`src/rtl/hub_slot_sched.sv`:
```
// -----------------------------------------------------------------------------
// hub_slot_sched
//
// Time-slot scheduler for a shared hub bus serving eight cogs. A phase flop
// produces one bus strobe every two clocks. On each strobe the slot owner
// (bus_sel) advances, either as a plain 8-slot rotation or skipping cogs that
// are not running. A cog that is requesting and owns the slot is granted.
// Its result comes back on done exactly two strobes later. The scheduler also
// keeps per-cog wait statistics: the current wait in strobes, and the largest
// wait seen at grant time.
//
// Ports
//   clk_cog   in   1  sole clock, rising edge
//   res       in   1  asynchronous active-high reset
//   cog_ena   in   8  cog n running when bit n = 1
//   req       in   8  cog n has a pending hub operation (held until done)
//   cfg_skip  in   1  0 = fixed rotation, 1 = skip disabled cogs
//   wait_sel  in   3  cog index selected for wait_q
//   wait_clr  in   1  clears all max-wait registers on a strobe
//   ena_bus   out  1  hub bus strobe (phase flop)
//   bus_sel   out  8  one-hot owner of the current slot
//   grant     out  8  one-hot, operation accepted this strobe
//   done      out  8  one-hot, operation result available
//   wait_q    out  8  maximum recorded wait of cog wait_sel, in strobes
// -----------------------------------------------------------------------------
module hub_slot_sched (
  input  logic       clk_cog,
  input  logic       res,
  input  logic [7:0] cog_ena,
  input  logic [7:0] req,
  input  logic       cfg_skip,
  input  logic [2:0] wait_sel,
  input  logic       wait_clr,
  output logic       ena_bus,
  output logic [7:0] bus_sel,
  output logic [7:0] grant,
  output logic [7:0] done,
  output logic [7:0] wait_q
);

  // ---------------------------------------------------------------------------
  // Next slot owner. bus_sel is always one-hot, so the candidate is rotated one
  // position at a time and the first enabled position wins. The eighth rotation
  // lands back on the current owner, which keeps a lone enabled cog in place.
  // With no cog enabled, or with skipping off, the result is a plain rotate.
  // ---------------------------------------------------------------------------
  function automatic logic [7:0] next_slot(
    input logic [7:0] cur,
    input logic [7:0] ena,
    input logic       skip
  );
    logic [7:0] cand;
    logic [7:0] nxt;
    logic       found;
    nxt   = {cur[6:0], cur[7]};
    cand  = cur;
    found = 1'b0;
    if (skip && (ena != 8'h00)) begin
      for (int k = 0; k < 8; k++) begin
        cand = {cand[6:0], cand[7]};
        if (!found && ((cand & ena) != 8'h00)) begin
          nxt   = cand;
          found = 1'b1;
        end else begin
          nxt   = nxt;
        end
      end
    end else begin
      nxt = {cur[6:0], cur[7]};
    end
    return nxt;
  endfunction

  // Saturating increment for the 8-bit wait counters.
  function automatic logic [7:0] sat_inc(input logic [7:0] v);
    logic [7:0] r;
    if (v == 8'd255) begin
      r = 8'd255;
    end else begin
      r = v + 8'd1;
    end
    return r;
  endfunction

  // ---------------------------------------------------------------------------
  // State
  // ---------------------------------------------------------------------------
  logic       phase_r;
  logic [7:0] bus_sel_r;
  logic [7:0] p1_r;
  logic [7:0] p2_r;
  logic [7:0] wait_cnt_r [8];
  logic [7:0] max_r      [8];

  logic [7:0] bus_sel_nxt_s;
  logic [7:0] grant_s;
  logic [7:0] wait_cnt_nxt_s [8];
  logic [7:0] max_nxt_s      [8];

  // Phase flop: toggles every clock; its high half is the bus strobe.
  always_ff @(posedge clk_cog or posedge res) begin
    if (res) begin
      phase_r <= 1'b0;
    end else begin
      phase_r <= ~phase_r;
    end
  end

  // Grant is only meaningful while the strobe is high.
  always_comb begin
    grant_s = 8'h00;
    if (phase_r) begin
      grant_s = bus_sel_r & req & cog_ena;
    end else begin
      grant_s = 8'h00;
    end
  end

  // Slot advance for the next strobe; a cfg_skip change applies right here.
  always_comb begin
    bus_sel_nxt_s = next_slot(bus_sel_r, cog_ena, cfg_skip);
  end

  // Per-cog wait statistics for the next strobe. A granted cog publishes its
  // wait (if it is a new maximum) and restarts; a waiting enabled requester
  // counts up; anything else restarts. wait_clr overrides any max update.
  always_comb begin
    for (int n = 0; n < 8; n++) begin
      wait_cnt_nxt_s[n] = 8'h00;
      max_nxt_s[n]      = max_r[n];
      if (grant_s[n]) begin
        wait_cnt_nxt_s[n] = 8'h00;
        if (wait_cnt_r[n] > max_r[n]) begin
          max_nxt_s[n] = wait_cnt_r[n];
        end else begin
          max_nxt_s[n] = max_r[n];
        end
      end else if (req[n] && cog_ena[n]) begin
        wait_cnt_nxt_s[n] = sat_inc(wait_cnt_r[n]);
      end else begin
        wait_cnt_nxt_s[n] = 8'h00;
      end
      if (wait_clr) begin
        max_nxt_s[n] = 8'h00;
      end else begin
        max_nxt_s[n] = max_nxt_s[n];
      end
    end
  end

  // Slot state: advances only on strobe clocks and holds otherwise. The
  // pipeline is deliberately unaffected by cog_ena/cfg_skip so that an
  // in-flight result always returns; only reset discards it.
  always_ff @(posedge clk_cog or posedge res) begin
    if (res) begin
      bus_sel_r <= 8'b0000_0001;
      p1_r      <= 8'h00;
      p2_r      <= 8'h00;
      for (int n = 0; n < 8; n++) begin
        wait_cnt_r[n] <= 8'h00;
        max_r[n]      <= 8'h00;
      end
    end else if (phase_r) begin
      bus_sel_r <= bus_sel_nxt_s;
      p1_r      <= grant_s;
      p2_r      <= p1_r;
      for (int n = 0; n < 8; n++) begin
        wait_cnt_r[n] <= wait_cnt_nxt_s[n];
        max_r[n]      <= max_nxt_s[n];
      end
    end else begin
      bus_sel_r <= bus_sel_r;
      p1_r      <= p1_r;
      p2_r      <= p2_r;
      for (int n = 0; n < 8; n++) begin
        wait_cnt_r[n] <= wait_cnt_r[n];
        max_r[n]      <= max_r[n];
      end
    end
  end

  // Outputs: done is gated by the strobe so it pulses once per result.
  assign ena_bus = phase_r;
  assign bus_sel = bus_sel_r;
  assign grant   = grant_s;
  assign done    = phase_r ? p2_r : 8'h00;
  assign wait_q  = max_r[wait_sel];

endmodule

```
`config.mk`:
```
export PLATFORM = sky130hd
export DESIGN_NAME = hub_slot_sched
export DESIGN_NICKNAME = d
export VERILOG_FILES = /design/src/rtl/hub_slot_sched.sv
export SDC_FILE = /design/constraint.sdc
export NUM_CORES = 1
export LEC_CHECK = 0
export CORE_MARGIN = 2
export CORE_UTILIZATION = 60
export CTS_CLUSTER_DIAMETER = 60
export DETAILED_ROUTE_END_ITERATION = 8
export HOLD_SLACK_MARGIN = 0.1
export PLACE_DENSITY = 0.82
export SETUP_SLACK_MARGIN = 0.05
export SYNTH_ARGS = -nofsm -noshare
export SYNTH_HDL_FRONTEND = slang
export SYNTH_SLANG_ARGS = --single-unit
```
`constraint.sdc`:
```
create_clock -name clk_cog -period 5.8 [get_ports clk_cog]
set_input_delay 1.16 -clock clk_cog [delete_from_list [all_inputs] [get_ports clk_cog]]
set_output_delay 1.16 -clock clk_cog [all_outputs]
set_load 0.01 [all_outputs]
```
Word-level counts from Yosys, hierarchy flattened
Index checks and enable logic that the tools add are counted.
{ "classes": {"addsub": 8, "n_mul": 0, "div_mod_pow": 0, "n_lt_le_gt_ge": 9, "eq_ne": 9, "n_shift": 0, "muxes": 75, "n_bitwise": 12, "n_reduce_logical": 57} }
{ "op_table": {"columns": ["cell", "count"], "rows": [
  ["$mux W8", 60],
  ["$and A8 B8 Y8", 10],
  ["$reduce_bool A8 Y1", 9],
  ["$add A8 B1 Y8 const B", 8],
  ["$eq A8 B8 Y1 const B", 8],
  ["$gt A8 B8 Y1", 8],
  ["$reduce_bool A2 Y1", 16],
  ["$bmux W8 S3", 1],
  ["$reduce_and A3 Y1", 8],
  ["$logic_and A1 B1 Y1", 16],
  ["$mux W1", 14],
  ["$logic_not A1 Y1", 7],
  ["$ge A4 B4 Y1 const B", 1],
  ["$not A3 Y4", 1],
  ["$ne A2 B2 Y1 const B", 1],
  ["$reduce_and A2 Y1", 1],
  ["$not A1 Y1", 1]
]} }
{ "totals": {"reg_bits": 153, "latchBits": 0, "ram_bits": 0, "rom_bits": 0, "input_bits": 23, "word_cells": 190, "n_memories": 0} }

Logic depth before layout (Yosys ltp)
Gate-level depths: netlist of the first run.
{ "depth": {"depth_word": 32, "depth_mapped": 10} }

Least setup slack after synthesis of the first run
OpenSTA, ideal clock, no wires.
{ "synth_path": {"kind": "input -> output", "startpoint": "input wait_sel[0]", "endpoint": "output wait_q[0]", "arrival_time_ns": 2.655, "required_ns": 4.640, "setup_slack_ns": 1.985, "cell_stages": 4, "cell_sequence": "clkbuf_1 -> buf_2 -> mux4_2 -> mux2_2"} }
{ "synth_via": {"elab_chain_cells": 4} }
{ "synth_lines": {"columns": ["item", "line_no", "rtl"], "rows": [
  ["start, declared", "32", "input logic [2:0] wait_sel,"],
  ["$not A3 Y4 (implied by the code)", "187", "assign wait_q = max_r[wait_sel];"],
  ["$bmux W8 S3", "187", null],
  ["$mux W8 (implied by the code) (2 in series)", "187", null],
  ["end, declared", "38", "output logic [7:0] wait_q"]
]} }
No other way between the ends. The select of a mux whose other input is x is not followed.

Worst setup path after layout of the first run
{ "layout_path": {"startpoint": "input wait_sel[0]", "endpoint": "output wait_q[2]"} }
The elaborated chain is that of the path after synthesis.

==> results by group, run 1 <==
Synthesis
  • Top FF cell, synth: dfrtp_1
  • Post-synthesis simple-gate area fraction: 0.1256
  • Post-Syn Area: 10110 µm²
  • Synth Area in Compound Gates: 0.2683
  • Seq/Total Area, Yosys: 0.3789
  • Xor and xnor area share after synthesis: 0
  • Mapped Nets: 1149
  • Mux contribution to synthesized area: 0.07130
  • Post-Syn Area per Cell: 9.589 µm²
  • Yosys reg bits: 153
  • Synth warn: 0
  • Largest family of logic cells by synthesized area: compound AO/OA/AOI/OAI gates
  • Syn Inst Count: 1054
  • Async S/R FF share, synth: 1.000
  • Synth Area in Adders: 0.08913
  • Number of flops mapped to enable cells by yosys: 0
  • Yosys cell types: 58

Final layout
  • Area growth, synth to finish: 11.83%
  • Layout cells sized above 1: 0.08341
  • Commonest non-fill, non-tap cell in the layout: dfrtp_1
  • Final Cell Area: 11300 µm²
  • # nets final: 1173
  • Final Non-Filler Cells: 1311
  • Antenna diodes: 0
  • Commonest non-fill, non-tap cells in the layout: dfrtp_1, inv_1, o21ai_0

Pwr
  • PD cells: 285.0 nW/µm²
  • Psw: 1.093 mW
  • Comb pwr share: 0.234
  • Clock share of power: 0.364
  • Internal: 2.128 mW
  • Lkg Pwr: 4.842 nW
  • Seq pwr share: 0.402
  • Switch share: 0.3393
  • Worst vdd ir: 0.2548 mV

Floorplanning
  • IO Count: 56
  • Core box area: 16520 µm²
  • Row cnt: 47
  • Initial Util: 0.6116
  • Die width: 133.8 µm
  • Chip Height: 133.8 µm
  • Die area: 17900 µm²

CTS
  • H-tree levels: 4
  • Setup bufs post-CTS: 0
  • Worst-skew pair later-pin latency: 440 ps
  • Post-CTS Resized: 0
  • Clock transition at the registers of the reported paths: 70 ps
  • CTS root buffer: clkbuf_16
  • CTS Sinks: 153
  • CTS buffer count: 17
  • CTS tree: yes
  • Max Buffers Root-to-Sink: 2
  • Cts hold-fix bufs: 0

Routing
  • Initial DRC count: 1033
  • Drt drc: 0
  • Wire per inst: 21.16 µm
  • Antenna Nets Post-Route: 0
  • Vias per std cell: 6.857
  • DR vias: 8990
  • First-pass detailed-route iteration total: 6
  • Final wirelength: 27740 µm

Placed design
  • GP Congestion: 0.9673
  • Cell Area, Placed: 10690 µm²
  • Hpwl dp: 19350 µm
  • Port bufs: 55
  • Placed Cells: 1279

Min path
  • Hold path depth: 1
  • Hold_sp: p1_r[5]
  • Class of the worst hold path: register to register
  • Hold path endpoint: p1_r[5]

Timing
  • Max Clock Freq: 210.3 MHz
  • Setup TNS: 0 ps
  • Crit path time final: 4754 ps
  • Relative slew slack: 0.3373
  • Fin. max-slew vios: 0
  • Clock Skew: 12.60 ps
  • Worst-Margin Slew: 988.2 ps
  • Final setup viols: 0
  • Hold Vio Cnt, Final: 0
  • RSZ-0062 raised after global routing: no
  • Period utilisation layout: 0.8197

Global route
  • Gr ovfl total: 0
  • Largest net degree at the start of global routing: 72
  • First-pass GRT wire length: 45030 µm
  • Total track usage: 0.3188
  • Met2 usage: 0.4729
  • GRT busiest layer: met2
  • GR Layer Usage met1: 0.4540
  • Number of global-route vias before repair: 8448
  • Met3 Track Usage GR: 0.07370
  • Initial antenna violation count: 0

Setup path
  • Worst reg2reg path endpoint: max_r[26]
  • Max FO, Critical Path: 15
  • Worst R2R Setup Slack: 2620 ps
  • Crit path arrival time: 3590 ps
  • CP Launch Type: primary input
  • Crit. End Element: output port
  • Crit path required time: 4640 ps
  • R2R depth: 5
  • Reg2reg start: ena_bus
  • Kind of critical path: primary input to output port

Outcome
  • Outcome: finished clean

Job
  • Max-cap viol count: 0
critical path: stages:
cell             delay [ps]
clkdlybuf4s50_1        1040
mux4_2                  620
mux2_2                  280
clkdlybuf4s50_1         490
metal layers:
layer	share of wire	vias up
li1	-	4059
met1	0.43	4297
met2	0.45	557
met3	0.098	77
met4	0.031	0
met5	0	-
stage by stage:
step | power (mW) | hold slack (ps) | setup WS [ps] | utilization
global route | 3.348 | 500.0 | 903.5 | 0.6840
global placement | 2.024 | 459.4 | 1061 | 0.6471
floorplan | 1.814 | 447.9 | 520.2 | -
finish | 3.221 | 479.6 | 1046 | 0.6840
detailed placement | 2.031 | 472.3 | 1010 | 0.6471
CTS | 3.205 | 487.6 | 1002 | 0.6840
worst max path at each step:
stage	from	end	slack, ps
floorplan	res	bus_sel[1]	520
global placement	wait_sel[0]	wait_q[2]	1060
detailed placement	wait_sel[0]	wait_q[3]	1010
CTS	wait_sel[0]	wait_q[3]	1000
global route	wait_sel[0]	wait_q[3]	900
finish	wait_sel[0]	wait_q[2]	1050
cell families after synthesis:
logic type	Yosys count
simple gates	238
buf+inv	157
compound gates	384
fa+ha+maj	72
mux	50
flops	153
cell type report:
cell class                      instances  area (µm²)
Fill cell                            1239        5221
Inverter                              100       380.4
Multi-Input combinational cell        744        5603
Tap cell                              220       275.3
Timing Repair Buffer                   62       603.1
Sequential cell                       153        3831
Clock buffer                           19       442.9
Clock inverter                         13       167.7
synth_stat cells (all sizes together) (3+ instances only):
master	instances	area (µm²)
o21a	20	150.1
o22ai	20	125.1
mux2	16	180.2
mux4	16	360.4
nand2b	13	81.33
a41o	4	40.04
o221ai	14	122.6
nand3	43	215.2
a32o	3	30.03
a22oi	36	285.3
o21ai	80	400.4
a211oi	11	82.58
o2bb2ai	8	70.07
mux2i	18	180.2
nor3	11	55.05
and2	8	50.05
nand4	19	125.1
clkbuf	25	101.3
a41oi	8	70.07
dfrtp	152	3804
nor2	40	155.1
a21oi	53	272.8
a22o	62	543.0
o31ai	13	97.59
a21o	23	172.7
ha	72	900.9
and4	11	103.9
nor4	3	18.77
a31oi	11	75.07
nor2b	8	50.05
buf	32	197.7
nand2	47	176.4
and3	31	198.9
a221o	11	110.1
inv	99	371.6
state kept, by name, indices dropped and copies added (netlist names):
| name | cells |
|---|---|
| max_r | 64 |
| wait_cnt_r | 64 |
| bus_sel | 8 |
| p1_r | 8 |
| p2_r | 8 |
| ena_bus | 1 |
power by group through the flow:
| stage | combinational (mW) | clock, mW | sequential, mW |
|---|---|---|---|
| 6_report | 0.754 | 1.17 | 1.30 |
| 2_1_floorplan | 0.633 | 0 | 1.18 |
| 3_3_place_gp | 0.719 | 0 | 1.31 |
| 4_1_cts | 0.734 | 1.19 | 1.29 |
| 5_1_grt | 0.817 | 1.23 | 1.30 |
| 3_5_place_dp | 0.727 | 0 | 1.30 |
No activity file was read; power rests on OpenSTA's default activity.
==> run 2, diff against run 1 <==
==> constraint.sdc (replaced) <==
create_clock -name clk_cog -period 4.61 [get_ports clk_cog]
set_input_delay 0.922 -clock clk_cog [delete_from_list [all_inputs] [get_ports clk_cog]]
set_output_delay 0.922 -clock clk_cog [all_outputs]
set_load 0.01 [all_outputs]
==> results by group, run 2 (same netlist as run 1, synthesis figures left out) <==
Timing
  • Clock Skew: 11.32 ps (-1.278 ps)
  • Final setup viols: 0 (unchanged)
  • Worst hold margin: 475.0 ps (-4.641 ps)
  • Final worst slack: 574.3 ps (-471.3 ps)
  • Relative slew slack: 0.3403 (+0.002999)
  • Crit path time final: 4036 ps
  • Fin. max-slew vios: 0 (unchanged)
  • Hold Vio Cnt, Final: 0 (unchanged)
  • Period utilisation layout: 0.8754
  • Worst-Margin Slew: 983.7 ps (-4.472 ps)
  • Setup TNS: 0 ps (unchanged)
  • Max Clock Freq: 247.8 MHz
  • RSZ-0062 raised after global routing: no

Setup path
  • Crit path arrival time: 3110 ps (-480 ps)
  • Max FO, Critical Path: 12 (-3)
  • CP Launch Type: primary input
  • CP peak stage delay: 820 ps (-220 ps)
  • Crit. End Element: output port
  • CP Cell Sequence: clkdlybuf4s50_1 -> mux4_2 -> mux2_2 -> clkdlybuf4s50_1
  • Kind of critical path: primary input to output port
  • CP most frequent cell: clkdlybuf4s50_1
  • Crit path required time: 3690 ps (-950 ps)
  • Slowest-stage cell, CP: clkdlybuf4s50_1

Floorplanning
  • IO Count: 56 (unchanged)
  • Initial Util: 0.6116 (unchanged)
  • Die area: 17900 µm² (unchanged)
  • Die width: 133.8 µm (unchanged)
  • Chip Height: 133.8 µm (unchanged)
  • Row cnt: 47 (unchanged)
  • Core box area: 16520 µm² (unchanged)

CTS
  • Cts hold-fix bufs: 0 (unchanged)
  • CTS tree: yes
  • Max Buffers Root-to-Sink: 2 (unchanged)
  • Clock transition at the registers of the reported paths: 60 ps (about the same)
  • Worst-skew pair later-pin latency: 440 ps (about the same)
  • CTS root buffer: clkbuf_16
  • H-tree levels: 4 (unchanged)
  • CTS Sinks: 153 (unchanged)
  • Post-CTS Resized: 0 (unchanged)
  • Setup bufs post-CTS: 0 (unchanged)
  • CTS buffer count: 17 (unchanged)

Global route
  • Gr ovfl total: 0 (unchanged)
  • First-pass GRT wire length: 45340 µm (+0.69%)
  • Number of global-route vias before repair: 8469 (+0.25%)
  • Initial antenna violation count: 0 (unchanged)
  • Total track usage: 0.3200 (+0.001152)
  • Largest net degree at the start of global routing: 59 (-18%)

Routing
  • Vias per std cell: 6.817 (-0.59%)
  • DR vias: 8964 (-0.29%)
  • Initial DRC count: 826 (-20%)
  • Wire per inst: 21.19 µm (+0.17%)
  • First-pass detailed-route iteration total: 9 (+3)
  • Antenna Nets Post-Route: 0 (unchanged)
  • Drt drc: 0 (unchanged)
  • Final wirelength: 27870 µm (+0.47%)

Job
  • Max-cap viol count: 0 (unchanged)

Placed design
  • Hpwl dp: 19580 µm (+1.2%)
  • DP Worst Slack: 570.1 ps (-440.0 ps)
  • GP Congestion: 0.9285 (-4.0%)
  • Port bufs: 55 (unchanged)

Pwr
  • Worst vdd ir: 0.2794 mV (+9.7%)
  • Lkg Pwr: 4.842 nW (about the same)
  • PD cells: 352.9 nW/µm² (+24%)

Final layout
  • Commonest non-fill, non-tap cell in the layout: dfrtp_1
  • Commonest non-fill, non-tap cells in the layout: dfrtp_1, inv_1, o21ai_0
  • # nets final: 1177 (+0.34%)
  • Area growth, synth to finish: 12.21%
  • Antenna diodes: 0 (unchanged)
  • Layout cells sized above 1: 0.08767 (+0.004262)
  • Biggest regs: max_r x64, wait_cnt_r x64

Outcome
  • Outcome: finished clean

Min path
  • Class of the worst hold path: register to register
[run 2: cell count changes in the layout (fill, tap and decap cells not counted), sizes merged]
cell	change
bufinv	-1
clkbuf	-2
clkinvlp	+5
clkinv	-2
buf	+4
[run 2: worst paths after layout]
path	start	to	slack, ps	cells after the start
setup / recovery	wait_sel[1]	wait_q[6]	570	4
setup reg to reg	ena_bus	max_r[35]	1630	5
hold reg to reg	p1_r[6]	p1_r[6]	480	1
max in group asynchronous	res	bus_sel[0]	2730	3
min in group asynchronous	res	wait_cnt_r[58]	1030	2
hold / removal	p1_r[6]	p1_r[6]	480	1
[run 2: power breakdown]
| part | switching [mW] | total, mW | internal [mW] |
|---|---|---|---|
| clock | 0.628 | 1.44 | 0.808 |
| sequential | 0.225 | 1.63 | 1.40 |
| combinational | 0.531 | 0.937 | 0.406 |
| total | 1.38 | 4.00 | 2.62 |
[run 2: per-layer routing]
layer,share of wire,global-route usage,vias up
li1,-,-,4068
met1,0.42,0.4521,4373
met2,0.46,0.5031,449
met3,0.088,0.05367,74
met4,0.029,0.1105,0
met5,0,0,-
[run 2: worst max-delay path: cells and delay by family]
family / cells / cell delay [ps]
mux: 2 / 880
buf+inv: 2 / 1300
[run 2: final cells by class]
class | instances | area, µm²
tap | 220 | 275.3
timing repair buffer | 66 | 658.1
fill | 1255 | 5184
multi-input combinational | 744 | 5603
clock inverter | 15 | 168.9
sequential | 153 | 3831
inverter | 100 | 379.1
clock buffer | 17 | 425.4
[run 2: through the flow]
| step | total power, mW | cells | utilization | instance area [µm²] |
|---|---|---|---|---|
| floorplan | 2.282 | 1054 | - | 10110 |
| global placement | 2.543 | 1283 | 0.6503 | 10750 |
| detailed placement | 2.560 | 1283 | 0.6503 | 10750 |
| CTS | 3.982 | 1315 | 0.6863 | 11340 |
| global route | 4.153 | 1315 | 0.6863 | 11340 |
| finish | 4.002 | 1315 | 0.6863 | 11340 |
==> run 3, diff against run 2 <==
--- a/config.mk
+++ b/config.mk
@@ -6,11 +6,11 @@
 export NUM_CORES = 1
 export LEC_CHECK = 0
 export CORE_MARGIN = 2
-export CORE_UTILIZATION = 60
+export CORE_UTILIZATION = 35
 export CTS_CLUSTER_DIAMETER = 60
 export DETAILED_ROUTE_END_ITERATION = 8
 export HOLD_SLACK_MARGIN = 0.1
-export PLACE_DENSITY = 0.82
+export PLACE_DENSITY = 0.53
 export SETUP_SLACK_MARGIN = 0.05
 export SYNTH_ARGS = -nofsm -noshare
 export SYNTH_HDL_FRONTEND = slang
==> results by group, run 3 (same netlist as run 1, synthesis figures left out) <==
Outcome
  • Outcome: finished clean

Final layout
  • Layout cells sized above 1: 0.09437 (+0.006703)
  • Antenna diodes: 0 (unchanged)
  • Area growth, synth to finish: 14.97%
  • Fin util: 0.4070 (-0.2793)
  • Commonest non-fill, non-tap cell in the layout: dfrtp_1
  • Commonest non-fill, non-tap cells in the layout: dfrtp_1, inv_1, o21ai_0
  • FILL cells: 2849 (+130%)
  • Biggest regs: max_r x64, wait_cnt_r x64
  • # nets final: 1185 (+0.68%)

Global route
  • Largest net degree at the start of global routing: 45 (-24%)
  • Number of global-route vias before repair: 8186 (-3.3%)
  • First-pass GRT wire length: 48040 µm (+6.0%)
  • Initial antenna violation count: 0 (unchanged)
  • Total track usage: 0.2004 (-0.1196)
  • Gr ovfl total: 0 (unchanged)

Setup path
  • Top delay family on crit path: buffers and inverters
  • Slowest-stage cell, CP: mux4_2
  • Worst path bufs/invs: 3 (+1)
  • Worst reg2reg path endpoint: max_r[5]
  • Crit path required time: 3690 ps (about the same)
  • CP most frequent cell: clkdlybuf4s50_1
  • CP Cell Sequence: clkdlybuf4s50_1 -> buf_4 -> mux4_2 -> mux2_2 -> clkdlybuf4s50_1
  • Crit. End Element: output port
  • CP Launch Type: primary input
  • CP peak stage delay: 550 ps (-270 ps)
  • Worst R2R Setup Slack: 1990 ps (+360 ps)
  • Max FO, Critical Path: 16 (+4)
  • Kind of critical path: primary input to output port
  • R2R depth: 6 (+1)
  • Reg2reg start: bus_sel[7]
  • Crit path arrival time: 2990 ps (-120 ps)

Floorplanning
  • Core box area: 28550 µm² (+73%)
  • Row cnt: 62 (+32%)
  • Initial Util: 0.3540 (-0.2576)
  • IO Count: 56 (unchanged)
  • Die area: 30250 µm² (+69%)
  • Die width: 173.9 µm (+30%)
  • Chip Height: 173.9 µm (+30%)

CTS
  • Post-CTS Resized: 0 (unchanged)
  • Worst-skew pair later-pin latency: 440 ps (about the same)
  • Setup bufs post-CTS: 0 (unchanged)
  • Clock transition at the registers of the reported paths: 60 ps (about the same)
  • CTS tree: yes
  • CTS Sinks: 153 (unchanged)
  • H-tree levels: 4 (unchanged)
  • CTS buffer count: 17 (unchanged)
  • Max Buffers Root-to-Sink: 2 (unchanged)
  • CTS root buffer: clkbuf_16
  • Cts hold-fix bufs: 0 (unchanged)

Placed design
  • GP Congestion: 0.8277 (-11%)
  • Hpwl dp: 21730 µm (+11%)
  • Port bufs: 55 (unchanged)

Routing
  • First-pass detailed-route iteration total: 6 (-3)
  • Wire per inst: 20.04 µm (-5.4%)
  • Drt drc: 0 (unchanged)
  • DR vias: 8625 (-3.8%)
  • Vias per std cell: 5.804 (-15%)
  • Initial DRC count: 822 (-0.48%)
  • Antenna Nets Post-Route: 0 (unchanged)
  • Final wirelength: 29780 µm (+6.9%)

Min path
  • Hold_sp: p1_r[6]
  • Class of the worst hold path: register to register
  • Hold path depth: 1 (unchanged)
  • Hold path endpoint: p1_r[6]

Pwr
  • PD cells: 352.4 nW/µm² (-0.14%)
  • Lkg Pwr: 4.885 nW (+0.89%)
  • Total power: 4.095 mW (+2.3%)
  • Worst vdd ir: 0.2377 mV (-15%)

Timing
  • Period utilisation layout: 0.8494 (-0.02606)
  • RSZ-0062 raised after global routing: no
  • Final setup viols: 0 (unchanged)
  • Max Clock Freq: 255.4 MHz (+3.1%)
  • Worst-Margin Slew: 1036 ps (+52.45 ps)
  • Clock Skew: 15.98 ps (+4.659 ps)
  • Fin. max-slew vios: 0 (unchanged)
  • Setup TNS: 0 ps (unchanged)
  • Hold Vio Cnt, Final: 0 (unchanged)
  • Crit path time final: 3916 ps (-120.1 ps)
  • Relative slew slack: 0.3078 (-0.03246)

Job
  • Max-cap viol count: 0 (unchanged)
## run 3: changes by cell type in the layout (fill, tap and decap cells not counted), sizes merged
| cell | before | now |
|---|---|---|
| inv | 102 | 101 |
| clkbuf | 17 | 19 |
| bufinv | 2 | 3 |
| clkinv | 5 | 2 |
| buf | 11 | 19 |
## run 3: per-layer routing
metal,global-route usage,share of wire,wire length (µm)
met5,0,0,0
met4,0.04097,0.014,408
met1,0.3071,0.50,14990
met2,0.2970,0.43,12850
met3,0.03171,0.051,1528
## run 3: how the worst max path moves through the flow
stage | start | to | depth (start not counted)
4_1_cts | wait_sel[0] | wait_q[6] | 5
3_5_place_dp | wait_sel[0] | wait_q[6] | 5
3_3_place_gp | wait_sel[0] | wait_q[6] | 5
5_1_grt | wait_sel[0] | wait_q[6] | 5
6_report | wait_sel[0] | wait_q[7] | 5
2_1_floorplan | wait_sel[0] | wait_q[0] | 4
## run 3: layout make-up
class,count,area [µm²],share of cell area
Sequential cell,153,3834,0.3299
Tap cell,384,480.5,0.04135
Clock buffer,19,452.9,0.03898
Timing Repair Buffer,74,705.7,0.06073
Clock inverter,12,165.2,0.01421
Inverter,100,379.1,0.03263
Multi-Input combinational cell,744,5603,0.4822
## run 3: power by group
group / total, mW / switching, mW / internal [mW] / leakage (nW)
Clock: 1.49 / 0.604 / 0.886 / 0.286
Combinational: 1.05 / 0.626 / 0.423 / 2.49
Sequential: 1.56 / 0.149 / 1.41 / 2.11
Total: 4.09 / 1.38 / 2.72 / 4.89
## run 3: per-stage QoR
step,cells,worst slack (ps),instance area [µm²],hold WS [ps]
finish,1486,694.5,11620,475.9
floorplan,1054,1271,10110,447.9
detailed placement,1455,656.3,11000,464.7
global route,1486,587.6,11620,502.0
CTS,1486,652.9,11620,478.6
global placement,1455,663.9,11000,458.3
